File: config.mk
export PLATFORM = sky130hd
export DESIGN_NAME = aftab_load_assembler
export DESIGN_NICKNAME = d
export VERILOG_FILES = /design/src/rtl/aftab_pkg.sv /design/src/rtl/aftab_load_extender.sv /design/src/rtl/aftab_load_assembler.sv
export SDC_FILE = /design/constraint.sdc
export NUM_CORES = 1
export LEC_CHECK = 0
export BUFFER_PORTS_ARGS = -buffer_cell sky130_fd_sc_hd__buf_2
export CELL_PAD_IN_SITES_DETAIL_PLACEMENT = 0
export CELL_PAD_IN_SITES_GLOBAL_PLACEMENT = 1
export CORE_AREA = 2 2 170 172
export CTS_BUF_LIST = sky130_fd_sc_hd__clkbuf_4
export CTS_CLUSTER_DIAMETER = 100
export DETAILED_ROUTE_END_ITERATION = 16
export DIE_AREA = 0 0 172 174
export GPL_TIMING_DRIVEN = 1
export PLACE_DENSITY = 0.53
export SLEW_MARGIN = 20
export SYNTH_ARGS = -nofsm -noshare
export SYNTH_HDL_FRONTEND = slang
export SYNTH_SLANG_ARGS = --single-unit
File: constraint.sdc
create_clock -name clk -period 3.19 [get_ports clk]
set_input_delay 0 -clock clk [delete_from_list [all_inputs] [get_ports clk]]
set_output_delay 0 -clock clk [all_outputs]
set_load 0.005 [all_outputs]
File: src/rtl/aftab_pkg.sv
// Shared encodings for the AFTAB load path: FSM states, load size codes and
// the last-byte index each size reads up to.
package aftab_pkg;

    typedef enum logic [1:0] {
        ST_IDLE = 2'b00,
        ST_READ = 2'b01,
        ST_DONE = 2'b10
    } state_t;

    localparam logic [1:0] NB_BYTE = 2'b00;
    localparam logic [1:0] NB_HALF = 2'b01;
    localparam logic [1:0] NB_WORD = 2'b10;
    localparam logic [1:0] NB_RSVD = 2'b11;

    localparam logic [1:0] LAST_BYTE = 2'd0;
    localparam logic [1:0] LAST_HALF = 2'd1;
    localparam logic [1:0] LAST_WORD = 2'd3;

    // The reserved size code reads a full word.
    function automatic logic [1:0] last_index(input logic [1:0] nb);
        case (nb)
            NB_BYTE: last_index = LAST_BYTE;
            NB_HALF: last_index = LAST_HALF;
            default: last_index = LAST_WORD;
        endcase
    endfunction

endpackage

File: src/rtl/aftab_load_extender.sv
// Combinational sign/zero extension of an assembled little-endian load buffer.
// Byte uses bit 7, half uses bit 15; word and the reserved code pass through.
module aftab_load_extender
    import aftab_pkg::*;
(
    input  logic [31:0] buffer,
    input  logic [1:0]  sizeCode,
    input  logic        unsignedLoad,
    output logic [31:0] dataOut
);

    always_comb begin
        dataOut = buffer;
        case (sizeCode)
            NB_BYTE: dataOut = {{24{~unsignedLoad & buffer[7]}},  buffer[7:0]};
            NB_HALF: dataOut = {{16{~unsignedLoad & buffer[15]}}, buffer[15:0]};
            default: dataOut = buffer;
        endcase
    end

endmodule

File: src/rtl/aftab_load_assembler.sv
// Multi-cycle load unit: reads 1/2/4 bytes little-endian over a byte port, one byte per memReady,
// then pulses loadDone with the extended result; memReady low stalls READ, startLoad only taken in IDLE.
module aftab_load_assembler
    import aftab_pkg::*;
#(
    parameter int size      = 32,
    parameter int addrWidth = 32
) (
    input  logic                 clk,
    input  logic                 rst,
    input  logic                 startLoad,
    input  logic [addrWidth-1:0] addrIn,
    input  logic [1:0]           nBytes,
    input  logic                 unsignedLoad,
    input  logic                 memReady,
    input  logic [7:0]           dataIn,
    output logic                 memRead,
    output logic [addrWidth-1:0] addrOut,
    output logic                 loadBusy,
    output logic                 loadDone,
    output logic [size-1:0]      dataOut
);

    state_t                 state;
    logic [1:0]             cnt;
    logic [1:0]             last_q;
    logic [1:0]             nb_q;
    logic                   uns_q;
    logic [addrWidth-1:0]   base_q;
    logic [31:0]            asm_buf;
    logic [31:0]            next_buf;
    logic [31:0]            ext_data;
    logic [1:0]             cnt_inc;

    assign cnt_inc = cnt + 2'd1;

    // The final byte is merged combinationally so the result can be
    // registered on the same edge that accepts it.
    always_comb begin
        next_buf = asm_buf;
        next_buf[{cnt, 3'b000} +: 8] = dataIn;
    end

    aftab_load_extender u_ext (
        .buffer       (next_buf),
        .sizeCode     (nb_q),
        .unsignedLoad (uns_q),
        .dataOut      (ext_data)
    );

    always_ff @(posedge clk or negedge rst) begin
        if (!rst) begin
            state    <= ST_IDLE;
            memRead  <= 1'b0;
            addrOut  <= '0;
            loadBusy <= 1'b0;
            loadDone <= 1'b0;
            dataOut  <= '0;
            cnt      <= 2'd0;
            asm_buf  <= '0;
            last_q   <= 2'd0;
            nb_q     <= 2'd0;
            uns_q    <= 1'b0;
            base_q   <= '0;
        end else begin
            case (state)
                ST_IDLE: begin
                    loadDone <= 1'b0;
                    if (startLoad) begin
                        base_q   <= addrIn;
                        nb_q     <= nBytes;
                        last_q   <= last_index(nBytes);
                        uns_q    <= unsignedLoad;
                        cnt      <= 2'd0;
                        asm_buf  <= '0;
                        addrOut  <= addrIn;
                        memRead  <= 1'b1;
                        loadBusy <= 1'b1;
                        state    <= ST_READ;
                    end
                end
                ST_READ: begin
                    if (memReady) begin
                        asm_buf <= next_buf;
                        if (cnt == last_q) begin
                            dataOut  <= ext_data;
                            memRead  <= 1'b0;
                            loadDone <= 1'b1;
                            state    <= ST_DONE;
                        end else begin
                            cnt     <= cnt_inc;
                            addrOut <= base_q + addrWidth'(cnt_inc);
                        end
                    end
                end
                ST_DONE: begin
                    loadDone <= 1'b0;
                    loadBusy <= 1'b0;
                    state    <= ST_IDLE;
                end
                default: state <= ST_IDLE;
            endcase
        end
    end

endmodule
==> out/results.tsv <==
metric	value	unit
R2R Path End	addrOut[31]$_DFFE_PN0P_	
Mapped Area	0.00661	mm2
Avg WL per Cell	15.5	um
Worst Clk Skew	0.0214	ns
Setup-failing EPs final	0	
Psw	3110	uW
pwr dens	886	mW/mm2
Synth Warn #	0	
detailed-route via count	5463	
Internal	4360	uW
library cells used by synthesis	51	
DRC viols	0	
pin count of the biggest net entering global routing	80	
grt total ovfl	0	
1st-pass router iterations	4	
FP Rows	62	
Yosys top cell area share	53.0	%
clock buffer count from CTS	17	
Setup Fix Bufs, Post-CTS	0	
DIE WIDTH	172	um
Pins Over Slew Limit	0	
final-report hold violation count	0	
crit end category	flip-flop	
worst reg2reg startpoint	cnt[0]$_DFFE_PN0P_	
worst min path class	in -> async	
fraction of layout cells with a size suffix above 1	20.4	%
Clk pwr share	16.7	%
Starting Density	23.4	%
Die Area	0.0299	mm2
crit path to	addrOut[31]$_DFFE_PN0P_	
synthesized instance count	698	
post-route clock period utilization	86.7	%
main area contributors after synthesis	dfrtp_1 53%, nand2_1 9.3%, a21oi_1 4.9%	
vias in the first global route	5463	
status	finished clean	
Synth async-reset ratio	100	%
CP Launch Point	cnt[0]$_DFFE_PN0P_	
cell accounting for the most synthesized area	dfrtp_1	
RSZ-0062 raised after global routing	no	
Clock Latency Late Sink	0.54	ns
First DRT Iteration DRCs	265	
switching share of total power	41.7	%
Flop pwr share	41.9	%
Clock Tree Buf Depth	2	
post-DP HPWL	13000	um
post-route minimum period	2.77	ns
most frequent cells in the layout	163 x nand2_1, 140 x dfrtp_1, 112 x buf_2, 64 x a21oi_1	
vias per cell	4.34	
initial antenna violation count	3	
gpl congestion	0.720	
first-pass GRT wire length	31200	um
CTS tree	yes	
max cap viols	0	
static leakage	0.00385	uW
CP Launch Type	flip-flop	
arrival time worst endpoint	3.22	ns
Combinational Power Share	41.4	%
critical path peak fanout	9	
Root Buffer	clkbuf_4	
fmax	362	MHz
dpl ws	0.413	ns
core area	0.0282	mm2
Critical Path RT	3.65	ns
Tot GR Track Use	13.5	%
H-tree levels	4	
Clock Sinks	140	
clk slew on worst S/H paths	0.13	ns
Most used DFF post-synth	dfrtp_1	
Area Overhead vs Synth	27.5	%
Final #Nets	913	
Die Y	174	um
DRT antenna net count	0	
VDD IR max	0.000419	V
sequential element share of the synthesized area	53.0	%
Routed WL	19400	um
Slew @ Worst Pin	0.900	ns
relative slew slack	40.0	%
EDFF count, synth	0	
I/O pins	114	
Final WS setup	0.424	ns
critical path type	reg -> reg	
commonest non-fill, non-tap cell in the layout	nand2_1	
PortBufs	113	
Setup TNS	0	ns
Syn Nets	752	
Worst R2R Setup Slack	0.42	ns
Seq cells post-synth	140	
Syn Area/Cell	9.48	um2
R2R depth	8	
==> through the flow <==
| stage | instance area [um2] | utilization (%) | hold slack, ns | instances | total power, uW |
|---|---|---|---|---|---|
| 4_1_cts | 8420 | 29.8 | 0.0586 | 1255 | 7650 |
| 6_report | 8430 | 29.9 | 0.0785 | 1258 | 7470 |
| 3_5_place_dp | 7650 | 27.1 | 0.120 | 1177 | 6310 |
| 3_3_place_gp | 7650 | 27.1 | 0.118 | 1177 | 6290 |
| 5_1_grt | 8430 | 29.9 | 0.0942 | 1258 | 8170 |
| 2_1_floorplan | 6610 | - | -0.296 | 698 | 5040 |
==> flip-flops by register name (all words and copies together) (netlist names) <==
name / flops
loadDone: 1
memRead: 1
state: 2
addrOut: 32
cnt: 2
asm_buf: 32
uns_q: 1
nb_q: 2
loadBusy: 1
base_q: 32
dataOut: 32
last_q: 2
==> worst min-delay path by stage <==
stage          slack (ns)  cells after the start                      end
3_3_place_gp         0.12                      1  dataOut[27]$_DFFE_PN0P_
2_1_floorplan       -0.30                      0   addrOut[0]$_DFFE_PN0P_
5_1_grt              0.09                      2   dataOut[1]$_DFFE_PN0P_
6_report             0.08                      2  dataOut[27]$_DFFE_PN0P_
4_1_cts              0.06                      2   dataOut[4]$_DFFE_PN0P_
3_5_place_dp         0.12                      1  dataOut[27]$_DFFE_PN0P_
==> cells in the mapped netlist, types with 10 or more instances <==
cell / n
a21oi_1: 65
nand2b_1: 17
mux2i_1: 11
clkbuf_1: 15
a22oi_1: 16
xor2_1: 27
nor2_1: 43
o21ai_1: 10
nor2b_1: 33
nand3_1: 14
dfrtp_1: 140
o21ai_0: 47
nand2_1: 163
==> layout make-up <==
type	instances	area, um2
diodes	3	7.51
clock buffers	17	128
clock inverters	14	170
fillers	3087	19800
inverters	6	22.5
multi-input cells	518	2940
flip-flops and latches	140	3500
well taps	384	480
repair buffers	176	1170
==> per-layer routing <==
metal,GRT usage [%],wire length (um),part of all wire (%),up-vias
met3,3.07,894,4.6,9
met5,0,0,0,-
li1,-,-,-,2693
met4,2.94,121,0.62,0
met2,21.5,9120,47,111
met1,18.7,9310,48,2650
==> worst max-delay path, stage by stage, from the launching register on <==
cell,delay (ns)
dfrtp_1,0.54
inv_1,0.10
ha_1,0.44
ha_1,0.35
a21oi_1,0.13
nor4_4,0.56
nand4_1,0.19
xor2_1,0.19
o31ai_2,0.18
==> power groups by stage <==
stage | logic [uW] | registers (uW) | clock network (uW)
after floorplan | 1990 | 3050 | 0
after detailed placement | 3130 | 3180 | 0
after CTS | 3190 | 3150 | 1310
after global routing | 3530 | 3260 | 1380
after global placement | 3110 | 3180 | 0
final | 3090 | 3130 | 1250
==> timing repair <==
action / CTS / global route
endpoints found under the setup margin: 0 / 0
endpoints found under the hold margin: 209 / 0
hold buffers: 47 / 0
resized for setup: 0 / 0
==> kinds of logic after synthesis <==
logic type | count (synthesis) | share of synthesized area, %
DFF | 140 | 53.0
AOI/OAI and AO/OA | 166 | 14.9
adders and majority gates | 7 | 1.44
buffers and inverters | 40 | 2.69
and+or+nand+nor | 302 | 22.1
xor gates and xnor gates | 31 | 4.11
muxes | 12 | 1.84
No activity file was read; power rests on OpenSTA's default activity.
